===== src/rtl/round_and_pack_float.sv =====
// Round-and-pack stage: rounds a sign / biased exponent / unpacked significand
// into an IEEE-754 word of any width, behind an ap_start/ap_done handshake.
module round_and_pack_float #(
    parameter  int EXP_W  = 11,
    parameter  int FRAC_W = 52,
    parameter  int GRD_W  = 10,
    localparam int SIG_W  = FRAC_W + 2 + GRD_W,
    localparam int W      = 1 + EXP_W + FRAC_W
) (
    input  logic             ap_clk,
    input  logic             ap_rst,
    input  logic             ap_start,
    output logic             ap_done,
    output logic             ap_idle,
    output logic             ap_ready,
    input  logic             zSign,
    input  logic [EXP_W:0]   zExp,
    input  logic [SIG_W-1:0] zSig,
    input  logic [1:0]       round_mode,
    input  logic [31:0]      float_exception_flag_i,
    output logic [31:0]      float_exception_flag_o,
    output logic             float_exception_flag_o_ap_vld,
    output logic [W-1:0]     ap_return
);

    typedef enum logic [1:0] {IDLE, SHIFT, ROUND, FINISH} state_t;

    localparam logic [EXP_W-1:0] EXP_OVF    = {{(EXP_W-2){1'b1}}, 2'b01};
    localparam logic [EXP_W:0]   SIG_W_E    = (EXP_W+1)'(SIG_W);
    localparam logic [GRD_W-1:0] ROUND_MAX  = {GRD_W{1'b1}};
    localparam logic [GRD_W-1:0] ROUND_HALF = {1'b1, {(GRD_W-1){1'b0}}};
    localparam logic [31:0]      FLAG_INEXACT   = 32'h1;
    localparam logic [31:0]      FLAG_UNDERFLOW = 32'h4;
    localparam logic [31:0]      FLAG_OVERFLOW  = 32'h8;

    function automatic logic [GRD_W-1:0] round_inc(input logic [1:0] mode, input logic sign);
        logic [GRD_W-1:0] inc;
        case (mode)
            2'd0:    inc = ROUND_HALF;
            2'd1:    inc = '0;
            2'd2:    inc = sign ? ROUND_MAX : '0;
            default: inc = sign ? '0 : ROUND_MAX;
        endcase
        return inc;
    endfunction

    // Carry out of the round bits when the increment is added to them.
    function automatic logic round_carry(input logic [GRD_W-1:0] rb, input logic [GRD_W-1:0] inc);
        return rb > (ROUND_MAX - inc);
    endfunction

    function automatic logic [W-1:0] pack(input logic sign, input logic [EXP_W-1:0] e,
                                          input logic [FRAC_W+1:0] s);
        return {sign, {(W-1){1'b0}}} + ({{(FRAC_W+1){1'b0}}, e} << FRAC_W)
             + {{(EXP_W-1){1'b0}}, s};
    endfunction

    state_t            state_q, state_d;
    logic              sign_q, sign_d;
    logic [EXP_W:0]    exp_q, exp_d;
    logic [SIG_W-1:0]  sig_q, sig_d;
    logic [1:0]        mode_q, mode_d;
    logic [31:0]       flag_q, flag_d;
    logic [31:0]       raised_q, raised_d;
    logic              tiny_q, tiny_d;
    logic [W-1:0]      ret_q, ret_d;

    logic [GRD_W-1:0]  inc_in, inc_q, rb;
    logic              in_top, ovf_in;
    logic [EXP_W:0]    shift_cnt;
    logic [SIG_W-1:0]  jam;
    logic [FRAC_W+1:0] rnd_s;

    always_comb begin
        // NOTE: every variable gets a default first so no path infers a latch.
        state_d  = state_q;
        sign_d   = sign_q;
        exp_d    = exp_q;
        sig_d    = sig_q;
        mode_d   = mode_q;
        flag_d   = flag_q;
        raised_d = raised_q;
        tiny_d   = tiny_q;
        ret_d    = ret_q;

        // Overflow test on the raw inputs: does rounding push the sum into bit SIG_W-1?
        inc_in = round_inc(round_mode, zSign);
        in_top = zSig[SIG_W-1] ^ (&zSig[SIG_W-2:GRD_W] & round_carry(zSig[GRD_W-1:0], inc_in));
        ovf_in = !zExp[EXP_W] && (zExp[EXP_W-1:0] >= EXP_OVF)
                 && ((zExp[EXP_W-1:0] > EXP_OVF) || in_top);

        shift_cnt = '0 - exp_q;
        if (shift_cnt >= SIG_W_E)
            jam = {{(SIG_W-1){1'b0}}, |sig_q};
        else
            jam = (sig_q >> shift_cnt)
                | {{(SIG_W-1){1'b0}}, |(sig_q & ~({SIG_W{1'b1}} << shift_cnt))};

        inc_q = round_inc(mode_q, sign_q);
        rb    = sig_q[GRD_W-1:0];
        rnd_s = sig_q[SIG_W-1:GRD_W] + {{(FRAC_W+1){1'b0}}, round_carry(rb, inc_q)};
        if (mode_q == 2'd0 && rb == ROUND_HALF)
            rnd_s[0] = 1'b0;

        case (state_q)
            IDLE: if (ap_start) begin
                sign_d   = zSign;
                exp_d    = zExp;
                sig_d    = zSig;
                mode_d   = round_mode;
                flag_d   = float_exception_flag_i;
                raised_d = '0;
                tiny_d   = 1'b0;
                if (ovf_in) begin
                    ret_d    = {zSign, {EXP_W{1'b1}}, {FRAC_W{1'b0}}}
                             - {{(W-1){1'b0}}, inc_in == '0};
                    raised_d = FLAG_OVERFLOW | FLAG_INEXACT;
                    state_d  = FINISH;
                end else if (zExp[EXP_W]) begin
                    state_d = SHIFT;
                end else begin
                    state_d = ROUND;
                end
            end
            SHIFT: begin
                sig_d   = jam;
                exp_d   = '0;
                tiny_d  = 1'b1;
                state_d = ROUND;
            end
            ROUND: begin
                raised_d = ((rb != '0) ? FLAG_INEXACT : '0)
                         | ((rb != '0 && tiny_q) ? FLAG_UNDERFLOW : '0);
                ret_d    = pack(sign_q, (rnd_s == '0) ? '0 : exp_q[EXP_W-1:0], rnd_s);
                state_d  = FINISH;
            end
            default: state_d = IDLE;
        endcase
    end

    // NOTE: sequential state uses non-blocking assignments only.
    always_ff @(posedge ap_clk or posedge ap_rst) begin
        if (ap_rst) begin
            state_q  <= IDLE;
            sign_q   <= 1'b0;
            exp_q    <= '0;
            sig_q    <= '0;
            mode_q   <= '0;
            flag_q   <= '0;
            raised_q <= '0;
            tiny_q   <= 1'b0;
            ret_q    <= '0;
        end else begin
            state_q  <= state_d;
            sign_q   <= sign_d;
            exp_q    <= exp_d;
            sig_q    <= sig_d;
            mode_q   <= mode_d;
            flag_q   <= flag_d;
            raised_q <= raised_d;
            tiny_q   <= tiny_d;
            ret_q    <= ret_d;
        end
    end

    assign ap_done   = (state_q == FINISH);
    assign ap_ready  = ap_done;
    assign ap_idle   = (state_q == IDLE) && !ap_start;
    assign ap_return = ret_q;
    assign float_exception_flag_o        = ap_done ? (flag_q | raised_q) : float_exception_flag_i;
    assign float_exception_flag_o_ap_vld = ap_done && (raised_q != '0);

endmodule

===== config.mk =====
export PLATFORM = sky130hd
export DESIGN_NAME = round_and_pack_float
export DESIGN_NICKNAME = d
export VERILOG_FILES = /design/src/rtl/round_and_pack_float.sv
export SDC_FILE = /design/constraint.sdc
export NUM_CORES = 1
export LEC_CHECK = 0
export CAP_MARGIN = 20
export CORE_MARGIN = 1.5
export CORE_UTILIZATION = 35
export DETAILED_ROUTE_END_ITERATION = 7
export GPL_TIMING_DRIVEN = 0
export PLACE_DENSITY_LB_ADDON = 0.25
export SYNTH_ARGS = -nofsm -noshare
export SYNTH_HDL_FRONTEND = slang
export SYNTH_SLANG_ARGS = --single-unit

===== constraint.sdc =====
create_clock -name ap_clk -period 6.7 [get_ports ap_clk]
set_input_delay 2.01 -clock ap_clk [delete_from_list [all_inputs] [get_ports ap_clk]]
set_output_delay 2.01 -clock ap_clk [all_outputs]
set_load 0.03 [all_outputs]

==> metrics.cfg, run 1 <==
[status]
status = finished, violations left
violations = negative setup slack

[worst_setup_path]
rr_endpoint = sig_q[41]$_DFFE_PP0P_
critPathMaxFanout = 19
end_kind = flop
path_class = reg2reg
cp_data_arrival_time_ps = 7070
critPathRequiredTime_ps = 7040
worstSetupStartpointType = flop
reg2reg_from = exp_q[0]$_DFFE_PP0P_
r2r_cells = 13
regToRegSetupSlack_ps = -30

[final_layout]
area_growth_pct = 24.0
final_common_cell = nand2_1
filler_cell_count = 4677
final_cell_mix = 220 x nand2_1, 212 x clkdlybuf4s50_1, 210 x nor2_1
antenna-diode-count = 0
layout-drive-gt1-share = 0.109
instances_no_fill = 2831
finalNetCount = 2363

[detailed_routing]
routedWlPerCell_um = 33.5
vias_per_cell = 6.43
ant_nets = 0
drcViolationCount = 0
num_vias = 18200
drtIter0Drc = 2388
drtPass1Iterations = 6
drt-total-wl_um = 94700

[sta]
fin_worst_skew_ps = 19.0
hold_viol_final = 0
setup_tns_ps = -32.7
fin_crit_ps = 6730
slew_headroom = 0.176
setup_viol = 2
fin_ws_ps = -26.5
maxSlewViolCount = 0
min_period_over_period = 1.00
tightest_slew_ps = 1230
rsz0062_at_grt = true
max_freq_mhz = 149

[grt]
antenna_found_initial = 5
grt_max_degree = 46
grt_pass1_vias = 17600
grt-ovfl-total = 0
grt_usage = 0.398
grt_pass1_wl_um = 132000

[yosys]
synth_nets = 2116
synth_edf_count = 0
synthArstFlopShare = 1.00
yosysSeqAreaShare = 0.281
syn-cell-area_um2 = 16100
synth_ff_type = dfrtp_1
synth_seq_cells = 181
avgSynthCellArea_um2 = 8.19
synth.distinct_cells = 82
netlist_instances = 1971
ys_warn_count = 0

[clock_tree]
cts_max_path_buffers = 2
clk-insertion-delay-late_ps = 500
tritoncts = done
ctsRootBufferMaster = clkbuf_16
numCtsBuffers = 17
cts.sinks = 181
h-tree-depth = 4
clk_pin_slew_ps = 70

[worst_hold_path]
hold_start = ap_return[12]$_DFFE_PP0P_
hold_depth = 1
hold-path-endpoint = ap_return[12]$_DFFE_PP0P_
min-delay-path-class = reg2reg

[die]
num_io_pins = 214
die_height_um = 218
die_area_um2 = 47400
die_w_um = 218
placementRows = 78
core_um2 = 45500
initial_utilization = 0.355

[placement]
io_buffer_count = 212
dp.cells = 2792
dp_hpwl_um = 75000
gp_congestion = 1.03

[flow_run]
maxCapViolCount = 0

## synth_stat cells (5+ instances only)
cell	n	area, um2
a211oi_1	75	563
a21o_1	52	390
a21oi_1	121	606
a221oi_1	34	298
a22oi_1	10	75.1
a31oi_1	26	163
a32oi_1	5	43.8
and2_1	15	93.8
and3_1	13	81.3
and4_1	6	52.6
buf_1	34	128
buf_2	14	70.1
clkbuf_1	152	571
dfrtp_1	181	4530
ha_1	30	375
inv_1	25	93.8
mux2_2	78	878
mux2i_1	79	791
mux4_2	47	1060
nand2_1	221	830
nand2b_1	8	50.1
nand3_1	65	325
nand4_1	53	332
nor2_1	211	792
nor2b_1	15	93.8
nor3_1	35	175
nor3b_1	5	37.5
nor4_1	24	150
o2111ai_1	6	52.6
o211ai_1	12	90.1
o21a_1	8	60.1
o21ai_0	107	536
o22a_1	9	78.8
o22ai_1	7	43.8
o31ai_1	11	82.6
or2_2	6	37.5
or3_1	11	68.8
xnor2_1	47	412
xor2_1	39	342
## area by class of cell
cell class	instances	area, um2	area share
Inverter	25	97.6	0.00488
Timing Repair Buffer	230	2320	0.116
Tap cell	600	751	0.0375
Sequential cell	181	4530	0.226
Buffer	201	801	0.0400
Multi-Input combinational cell	1562	10900	0.543
Clock buffer	18	439	0.0219
Clock inverter	14	193	0.00963
## registers in the layout, summed over array words and instances, names as in the netlist
| signal | flops |
|---|---|
| ap_return | 64 |
| sig_q | 64 |
| flag_q | 32 |
| exp_q | 12 |
| raised_q | 3 |
| mode_q | 2 |
| state_q | 2 |
| sign_q | 1 |
| tiny_q | 1 |
## routing by layer
metal  global-route usage  part of all wire
met1                0.518              0.40
met2                0.599              0.43
met3                0.113              0.10
met4                0.210             0.062
met5                    0           0.00037
## how the worst max path moves through the flow
| stage | slack, ps | cells past startpoint | end | startpoint |
|---|---|---|---|---|
| 6_report | -30 | 13 | sig_q[41]$_DFFE_PP0P_ | exp_q[0]$_DFFE_PP0P_ |
| 5_1_grt | -50 | 34 | ap_return[62]$_DFFE_PP0P_ | sign_q$_DFFE_PP0P_ |
| 4_1_cts | 0.2 | 31 | ap_return[63]$_DFFE_PP0P_ | sign_q$_DFFE_PP0P_ |
| 3_5_place_dp | -1070 | 16 | sig_q[12]$_DFFE_PP0P_ | exp_q[0]$_DFFE_PP0P_ |
| 3_3_place_gp | -1030 | 16 | sig_q[12]$_DFFE_PP0P_ | exp_q[0]$_DFFE_PP0P_ |
| 2_1_floorplan | 810 | 30 | ap_return[59]$_DFFE_PP0P_ | mode_q[0]$_DFFE_PP0P_ |
## repair_timing
item | in CTS | in global routing
endpoints found under the setup margin | 72 | 30
buffers inserted | 5 | 3
gates resized for setup | 20 | 26
pin swaps | 3 | 5
hold endpoints to repair | 0 | 0
hold buffers | 0 | 0
## logic make-up (layout without fill, tap and decap cells)
logic type | Yosys count | in the layout | synth area share
buf+inv | 228 | 488 | 0.0547
compound gates | 530 | 530 | 0.218
flops | 181 | 181 | 0.281
xor+xnor | 86 | 86 | 0.0467
simple gates | 710 | 710 | 0.206
fa+ha+maj | 32 | 32 | 0.0251
mux | 204 | 204 | 0.169
## through the flow
step / hold WS (ps) / setup WS [ps] / utilization / instance area (um2)
6_report: 476 / -26.5 / 0.440 / 20000
5_1_grt: 498 / -49.0 / 0.440 / 20000
4_1_cts: 480 / 0.178 / 0.438 / 19900
3_5_place_dp: 465 / -1070 / 0.421 / 19100
3_3_place_gp: 460 / -1030 / 0.418 / 19000
2_1_floorplan: 473 / 809 / - / 16100
## critical path, stage by stage (launching register included)
cell	delay, ps
dfrtp_1	340
clkbuf_1	500
buf_4	480
inv_1	290
ha_1	290
clkbuf_1	260
nor3b_1	260
xnor2_1	700
clkbuf_1	610
clkbuf_1	710
clkbuf_1	660
o21ai_0	420
a221oi_1	940
nor2_1	70
Power of run 1 is not shown: default switching activity piles up to over one toggle a cycle in this logic, so the estimate is an artifact.
==> run 2, diff against run 1 <==
CELL_PAD_IN_SITES_DETAIL_PLACEMENT = 0   (was not set)
CELL_PAD_IN_SITES_GLOBAL_PLACEMENT = 2   (was not set)
CORE_UTILIZATION = 31   (was 35)
==> run 2 against run 1 <==
Against the previous run: the flow still finishes with violations (negative setup slack); first-iteration DRC count is 2.0% lower; setup slack got worse by 22 ps; cell area up 0.56%; clock skew rose by 6.8 ps; final cell count increased by 2.9%; core utilization down 4.9 points; sequential share of layout area down 0.13 points; critical endpoint is now sig_q[37]$_DFFE_PP0P_.
==> metrics.cfg, run 2 (synthesis results as in run 1) <==
[worst_hold_path]
hold_start = ap_return[13]$_DFFE_PP0P_
min-delay-path-class = reg2reg
hold-path-endpoint = ap_return[13]$_DFFE_PP0P_
hold_depth = 1

[grt]
grt_pass1_wl_um = 133000
grt-ovfl-total = 0
grt_pass1_vias = 17600
grt_usage = 0.354
antenna_found_initial = 7
grt_max_degree = 43

[clock_tree]
numCtsBuffers = 17
cts_max_path_buffers = 2
clk_pin_slew_ps = 90
clk-insertion-delay-late_ps = 510
h-tree-depth = 4
cts.sinks = 181
tritoncts = done
ctsRootBufferMaster = clkbuf_16

[sta]
min_period_over_period = 1.01
setup_viol = 1
holdWs_ps = 475
maxSlewViolCount = 0
fin_crit_ps = 6750
max_freq_mhz = 148
hold_viol_final = 0
tightest_slew_ps = 1270
slew_headroom = 0.144
fin_worst_skew_ps = 25.9
rsz0062_at_grt = false
fin_ws_ps = -48.1

[final_layout]
layout-drive-gt1-share = 0.117
area_growth_pct = 24.7
final_cell_mix = 220 x nand2_1, 212 x clkdlybuf4s50_1, 210 x nor2_1
final_common_cell = nand2_1
finalNetCount = 2365

[die]
placementRows = 83
die_area_um2 = 53400
num_io_pins = 214
die_w_um = 231
core_um2 = 51400
die_height_um = 231
initial_utilization = 0.314

[worst_setup_path]
path_class = reg2reg
rr_endpoint = sig_q[37]$_DFFE_PP0P_
end_kind = flop
r2r_cells = 15
worstSetupStartpointType = flop
reg2reg_from = exp_q[0]$_DFFE_PP0P_
critPathRequiredTime_ps = 7070
regToRegSetupSlack_ps = -50
critPathMaxFanout = 10
cp_data_arrival_time_ps = 7120

[detailed_routing]
drcViolationCount = 0
vias_per_cell = 6.26
drtPass1Iterations = 6
drtIter0Drc = 2341
num_vias = 18200
drt-total-wl_um = 95300
ant_nets = 0
routedWlPerCell_um = 32.7

[status]
violations = negative setup slack
status = finished, violations left

[placement]
gp_congestion = 1.05
dp_hpwl_um = 75900
io_buffer_count = 212

[flow_run]
maxCapViolCount = 0

run 2: cell types whose count changed in the layout (fill, tap and decap cells not counted), moves of 4 or more:
| cell | before | now |
|---|---|---|
| a221oi_1 | 33 | 25 |
| a221oi_2 | 1 | 9 |
| clkbuf_2 | 8 | 15 |
| buf_1 | 31 | 26 |
| buf_2 | 13 | 17 |
run 2: what timing repair did:
item / 4_1_cts / 5_1_grt
hold buffers: 0 / 0
setup buffers: 4 / 6
gates resized for setup: 31 / 35
endpoints found under the setup margin: 71 / 38
pin swaps: 3 / 5
run 2: area by class of cell:
class	count	area [um2]
buffer	202	813
clock inverter	15	141
timing repair buffer	231	2330
multi-input combinational	1562	10900
tap	680	851
antenna	1	2.50
clock buffer	17	425
fill	5404	31300
sequential	181	4530
inverter	25	97.6
run 2: how the worst max path moves through the flow:
stage	cells after the start	from	end	slack [ps]
after global routing	30	mode_q[0]$_DFFE_PP0P_	ap_return[63]$_DFFE_PP0P_	4
after global placement	16	exp_q[0]$_DFFE_PP0P_	sig_q[12]$_DFFE_PP0P_	-1230
final	15	exp_q[0]$_DFFE_PP0P_	sig_q[37]$_DFFE_PP0P_	-50
after CTS	16	exp_q[0]$_DFFE_PP0P_	sig_q[39]$_DFFE_PP0P_	10
after floorplan	30	mode_q[0]$_DFFE_PP0P_	ap_return[59]$_DFFE_PP0P_	810
after detailed placement	16	exp_q[0]$_DFFE_PP0P_	sig_q[12]$_DFFE_PP0P_	-1110
run 2: critical path, stage by stage, from the launching register on:
cell	delay (ps)
dfrtp_1	330
clkbuf_1	410
buf_2	460
clkbuf_2	450
inv_1	320
ha_1	330
clkbuf_1	290
a41o_1	340
nand3_1	420
clkbuf_1	870
clkbuf_1	820
a211oi_1	260
nand2_1	140
o21ai_0	200
a221oi_1	840
nor2_1	80
run 2: metal layers:
| layer | up-vias | share of wire | GRT usage |
|---|---|---|---|
| met5 | - | 0.00072 | 0 |
| met4 | 10 | 0.052 | 0.172 |
| met3 | 236 | 0.087 | 0.0794 |
| met2 | 1087 | 0.44 | 0.536 |
| met1 | 9116 | 0.42 | 0.473 |
| li1 | 7780 | - | - |
run 2: metrics by stage:
stage	cell area (um2)	utilization	worst slack (ps)	cells	setup TNS, ps
5_1_grt	20100	0.391	4.30	2913	0
2_1_floorplan	16100	-	809	1971	0
3_3_place_gp	19100	0.372	-1230	2863	-63040
3_5_place_dp	19200	0.374	-1110	2871	-56910
4_1_cts	20000	0.389	10.1	2906	0
6_report	20100	0.391	-48.1	2914	-48.1
Power of run 2 is left out for the same reason.
==> run 3, diff against run 2 <==
RECOVER_POWER = 50   (was not set)
SKIP_CTS_REPAIR_TIMING = 1   (was not set)
==> run 3 against run 2 <==
Against the previous run: the run ends with max-capacitance violations, max-slew violations, negative setup slack left; via count decreased by 0.39%; fmax is 1.7% lower; die area unchanged; non-clock buffer count increased by 2; critical path type unchanged; register-to-register slack worse by 120 ps; final cell count about the same.
==> metrics.cfg, run 3 (synthesis results as in run 1) <==
[status]
status = finished, violations left
violations = max-capacitance violations, max-slew violations, negative setup slack

[die]
die_area_um2 = 53400
placementRows = 83
initial_utilization = 0.314
die_height_um = 231
die_w_um = 231
num_io_pins = 214
core_um2 = 51400

[clock_tree]
h-tree-depth = 4
ctsRootBufferMaster = clkbuf_16
tritoncts = done
cts_max_path_buffers = 2
cts.sinks = 181
clk-insertion-delay-late_ps = 510
numCtsBuffers = 17
clk_pin_slew_ps = 80

[placement]
dpl_worst_slack_ps = -1110
dp.cells = 2871
dp_hpwl_um = 75900
gp_congestion = 1.05
io_buffer_count = 212

[final_layout]
final_cell_mix = 220 x nand2_1, 211 x nor2_1, 199 x clkdlybuf4s50_1
layout-drive-gt1-share = 0.116
instances_no_fill = 2916
final_common_cell = nand2_1
finalNetCount = 2367
area_growth_pct = 24.2

[detailed_routing]
drcViolationCount = 0
num_vias = 18200
drtPass1Iterations = 6
routedWlPerCell_um = 32.6
drt-total-wl_um = 95200
drtIter0Drc = 2077
ant_nets = 0
vias_per_cell = 6.23

[sta]
min_period_over_period = 1.02
holdWs_ps = 470
setup_viol = 3
fin_worst_skew_ps = 30.0
setup_tns_ps = -293
tightest_slew_ps = 2220
maxSlewViolCount = 139
fin_ws_ps = -165
hold_viol_final = 0
max_freq_mhz = 146
slew_headroom = -0.479
fin_crit_ps = 6860

[grt]
antenna_found_initial = 5
grt-ovfl-total = 0
grt_usage = 0.353
grt_pass1_vias = 17600
grt_pass1_wl_um = 133000
grt_max_degree = 43

[worst_hold_path]
min-delay-path-class = reg2reg
hold_start = ap_return[13]$_DFFE_PP0P_
hold-path-endpoint = ap_return[13]$_DFFE_PP0P_
hold_depth = 1

[worst_setup_path]
r2r_cells = 15
path_class = reg2reg
rr_endpoint = sig_q[14]$_DFFE_PP0P_
cp_data_arrival_time_ps = 7170
critPathRequiredTime_ps = 7000
critPathMaxFanout = 10
end_kind = flop
worstSetupStartpointType = flop
reg2reg_from = exp_q[0]$_DFFE_PP0P_
regToRegSetupSlack_ps = -160

[flow_run]
maxCapViolCount = 4

## run 3: cell count changes in the layout (fill, tap and decap cells not counted), sizes merged
cell / delta
clkdlybuf4s50: -13
dlygate4sd3: +13
dlymetal6s4s: +1
buf: -6
clkbuf: +7
## run 3: worst max-delay path by stage
stage	from	end	slack, ps	depth (start not counted)
4_1_cts	exp_q[0]$_DFFE_PP0P_	sig_q[12]$_DFFE_PP0P_	-1150	16
5_1_grt	mode_q[0]$_DFFE_PP0P_	ap_return[63]$_DFFE_PP0P_	-6	33
6_report	exp_q[0]$_DFFE_PP0P_	sig_q[14]$_DFFE_PP0P_	-160	15
3_3_place_gp	exp_q[0]$_DFFE_PP0P_	sig_q[12]$_DFFE_PP0P_	-1230	16
2_1_floorplan	mode_q[0]$_DFFE_PP0P_	ap_return[59]$_DFFE_PP0P_	810	30
3_5_place_dp	exp_q[0]$_DFFE_PP0P_	sig_q[12]$_DFFE_PP0P_	-1110	16
## run 3: final cells by class
type	count	area (um2)
Sequential cell	181	4530
Fill cell	5425	31400
Multi-Input combinational cell	1562	10900
Buffer	202	812
Timing Repair Buffer	233	2280
Tap cell	680	851
Clock inverter	15	141
Clock buffer	17	425
Antenna cell	1	2.50
Inverter	25	95.1
## run 3: worst max-delay path: stages (launching register included)
cell      delay, ps
dfrtp_1         330
clkbuf_1        410
buf_2           460
clkbuf_2        470
inv_1           330
ha_1            330
clkbuf_1        290
a41o_1          340
nand3_1         430
clkbuf_1        870
clkbuf_1        860
nor3_1          300
nand2_1         140
a21oi_1          80
a221oi_2        630
a21oi_1         330
## run 3: metal layers
metal	global-route usage	share of wire	vias to the layer above
li1	-	-	7789
met1	0.468	0.42	9082
met2	0.538	0.44	1046
met3	0.0864	0.090	232
met4	0.169	0.051	8
met5	0	0.00056	-
## run 3: per-stage QoR
stage                     cell area (um2)   util
final                               20100  0.390
after global routing                20000  0.390
after CTS                           19800  0.385
after detailed placement            19200  0.374
after global placement              19100  0.372
after floorplan                     16100      -
Power of run 3 is left out for the same reason.
==> RTL edit (config.mk and constraints of run 3) <==
`EXP_W`: 11 -> 12.
--- a/src/rtl/round_and_pack_float.sv
+++ b/src/rtl/round_and_pack_float.sv
@@ -3,3 +3,3 @@
 module round_and_pack_float #(
-    parameter  int EXP_W  = 11,
+    parameter  int EXP_W  = 12,
     parameter  int FRAC_W = 52,
Ports: changed (resized ap_return and zExp); port bits go from 214 to 216. The function was not compared with the original's and may differ.
==> RTL edit against run 3 <==
  * The flow still finishes with violations (capacitance limit, slew limit, setup timing)
  * Fmax grew 1.1%
  * Global-route usage rose by 0.65 points
  * Synthesized area up 0.56%
  * Design area is 2.1% higher
  * Core utilization grew 0.73 points
  * Routed wire length grew 2.5%
  * Worst setup slack better by 0.075 ns
  * Synthesized cell count about the same
  * Sequential cell count increased by 2
  * Highest routed layer is now met4
Power is not shown: default switching activity piles up to over one toggle a cycle in this logic, so the estimate is an artifact.
==> RTL edit: results (changes against run 3) <==
global_routing:
  grt_antenna_before_repair: 1  # was 5
  use_met2: 0.534  # was 0.538
  use_met1: 0.484  # was 0.468
  grt.total_usage: 0.360  # was 0.353
  grt_pass1_wl_mm: 136  # was 133 mm
  met3_usage: 0.107  # was 0.0864
min_path:
  hold_depth: 1  # unchanged
  hold_end: "ap_return[1]"  # was ap_return[13]
  hp-start: "ap_return[1]"  # was ap_return[13]
layout:
  clock_buffers: 17  # unchanged
  final_nets: 2385  # was 2,367
  num-fill-cells: 5471  # was 5,425
  register_area_sq_um: 4580  # was 4530 sq um
  drive_gt1_frac: 0.150  # was 0.116
  buffers: 444  # was 435
  multi_input_cells: 1559  # was 1,562
  clk_share: 0.0296  # was 0.0283
  non_clock_inverter_count: 35  # was 25
  multi_input_area_sq_um: 11000  # was 10,900 sq um
  diodes: 2  # was 1
  final_core_util: 0.397  # was 0.390
  buf_share: 0.159  # was 0.154
routing:
  dr.pass1.iters: 8  # was 6
  drt-initial-drc-count: 2041  # was 2,077
  drt-vias-per-instance: 6.21  # was 6.23
  vias: 18200  # about the same
  wl_per_cell_um: 33.2  # was 32.6 um
timing:
  whs_ns: 0.494  # was 0.470 ns
  maxSlewHeadroom: -0.318  # was -0.479
  timing.setup.tns_ns: -0.0896  # was -0.293 ns
  drv_slew: 107  # was 139
  finalSetupViolations: 1  # was 3
  finClkSkew_ns: 0.0201  # was 0.0300 ns
  layout_setup_ws_ns: -0.0896  # was -0.165 ns
setup_path:
  cp_top_family: "buffers and inverters"  # unchanged
  worstPathArrival_ns: 7.15  # was 7.17 ns
  crit_path_max_incr_delay_ns: 0.62  # was 0.87 ns
  rr_worst_depth: 17  # was 15
  endpoint: "sig_q[21]"  # was sig_q[14]
logic_synthesis:
  syn_nets: 2115  # was 2,116
  synthCells: 1970  # was 1,971
  synth.distinct_cells: 84  # was 82
  synth_common_cells: "nand2_1, nor2_1, dfrtp_1, clkbuf_1, o21ai_0"  # was nand2_1, nor2_1, dfrtp_1, clkbuf_1, a21oi_1
  syn-cell-area_sq_um: 16200  # was 16,100 sq um
  synth_seq_area_share: 0.282  # was 0.281
  yosys-top-cells-area: "dfrtp_1, mux2_2, mux4_2"  # was dfrtp_1, mux4_2, mux2_2
cts:
  insertion_delay_ns: 0.49  # was 0.51 ns
  cts_sinks: 183  # was 181
outcome:
  violations: "capacitance limit, slew limit, setup timing"  # unchanged
  status: "finished with violations"  # unchanged
placement:
  dpl_cell_area_sq_um: 19400  # was 19,200 sq um
  dp.cells: 2877  # was 2,871
  port-buffer-count: 215  # was 212
  dp_hpwl_mm: 77.8  # was 75.9 mm
  gp_congestion: 1.03  # was 1.05
  place_ws_ns: -1.72  # was -1.11 ns
run:
  drv_cap: 3  # was 4
RTL edit: changes by cell type after synthesis, sizes merged, moves of 8 or more:
cell,change
nor2,-11
a21o,-44
xnor2,+11
o211ai,+27
o22ai,+10
buf,-12
nand2,+25
o21a,+14
inv,+8
mux2,+39
nand3,+11
o21ai,+17
mux2i,-39
a211oi,-63
RTL edit: kinds of logic after synthesis:
logic type               synth area share
AO/OA/AOI/OAI                       0.200
XOR/XNOR                           0.0502
adder cells (fa/ha/maj)            0.0242
buffers and inverters              0.0566
flip-flops                          0.282
multiplexers                        0.175
AND/OR/NAND/NOR                     0.212
RTL edit: per-layer routing:
| metal | vias to the layer above | part of all wire |
|---|---|---|
| met4 | 0 | 0.048 |
| met5 | - | 0 |
| li1 | 7834 | - |
| met1 | 9083 | 0.43 |
| met3 | 226 | 0.10 |
| met2 | 1085 | 0.42 |
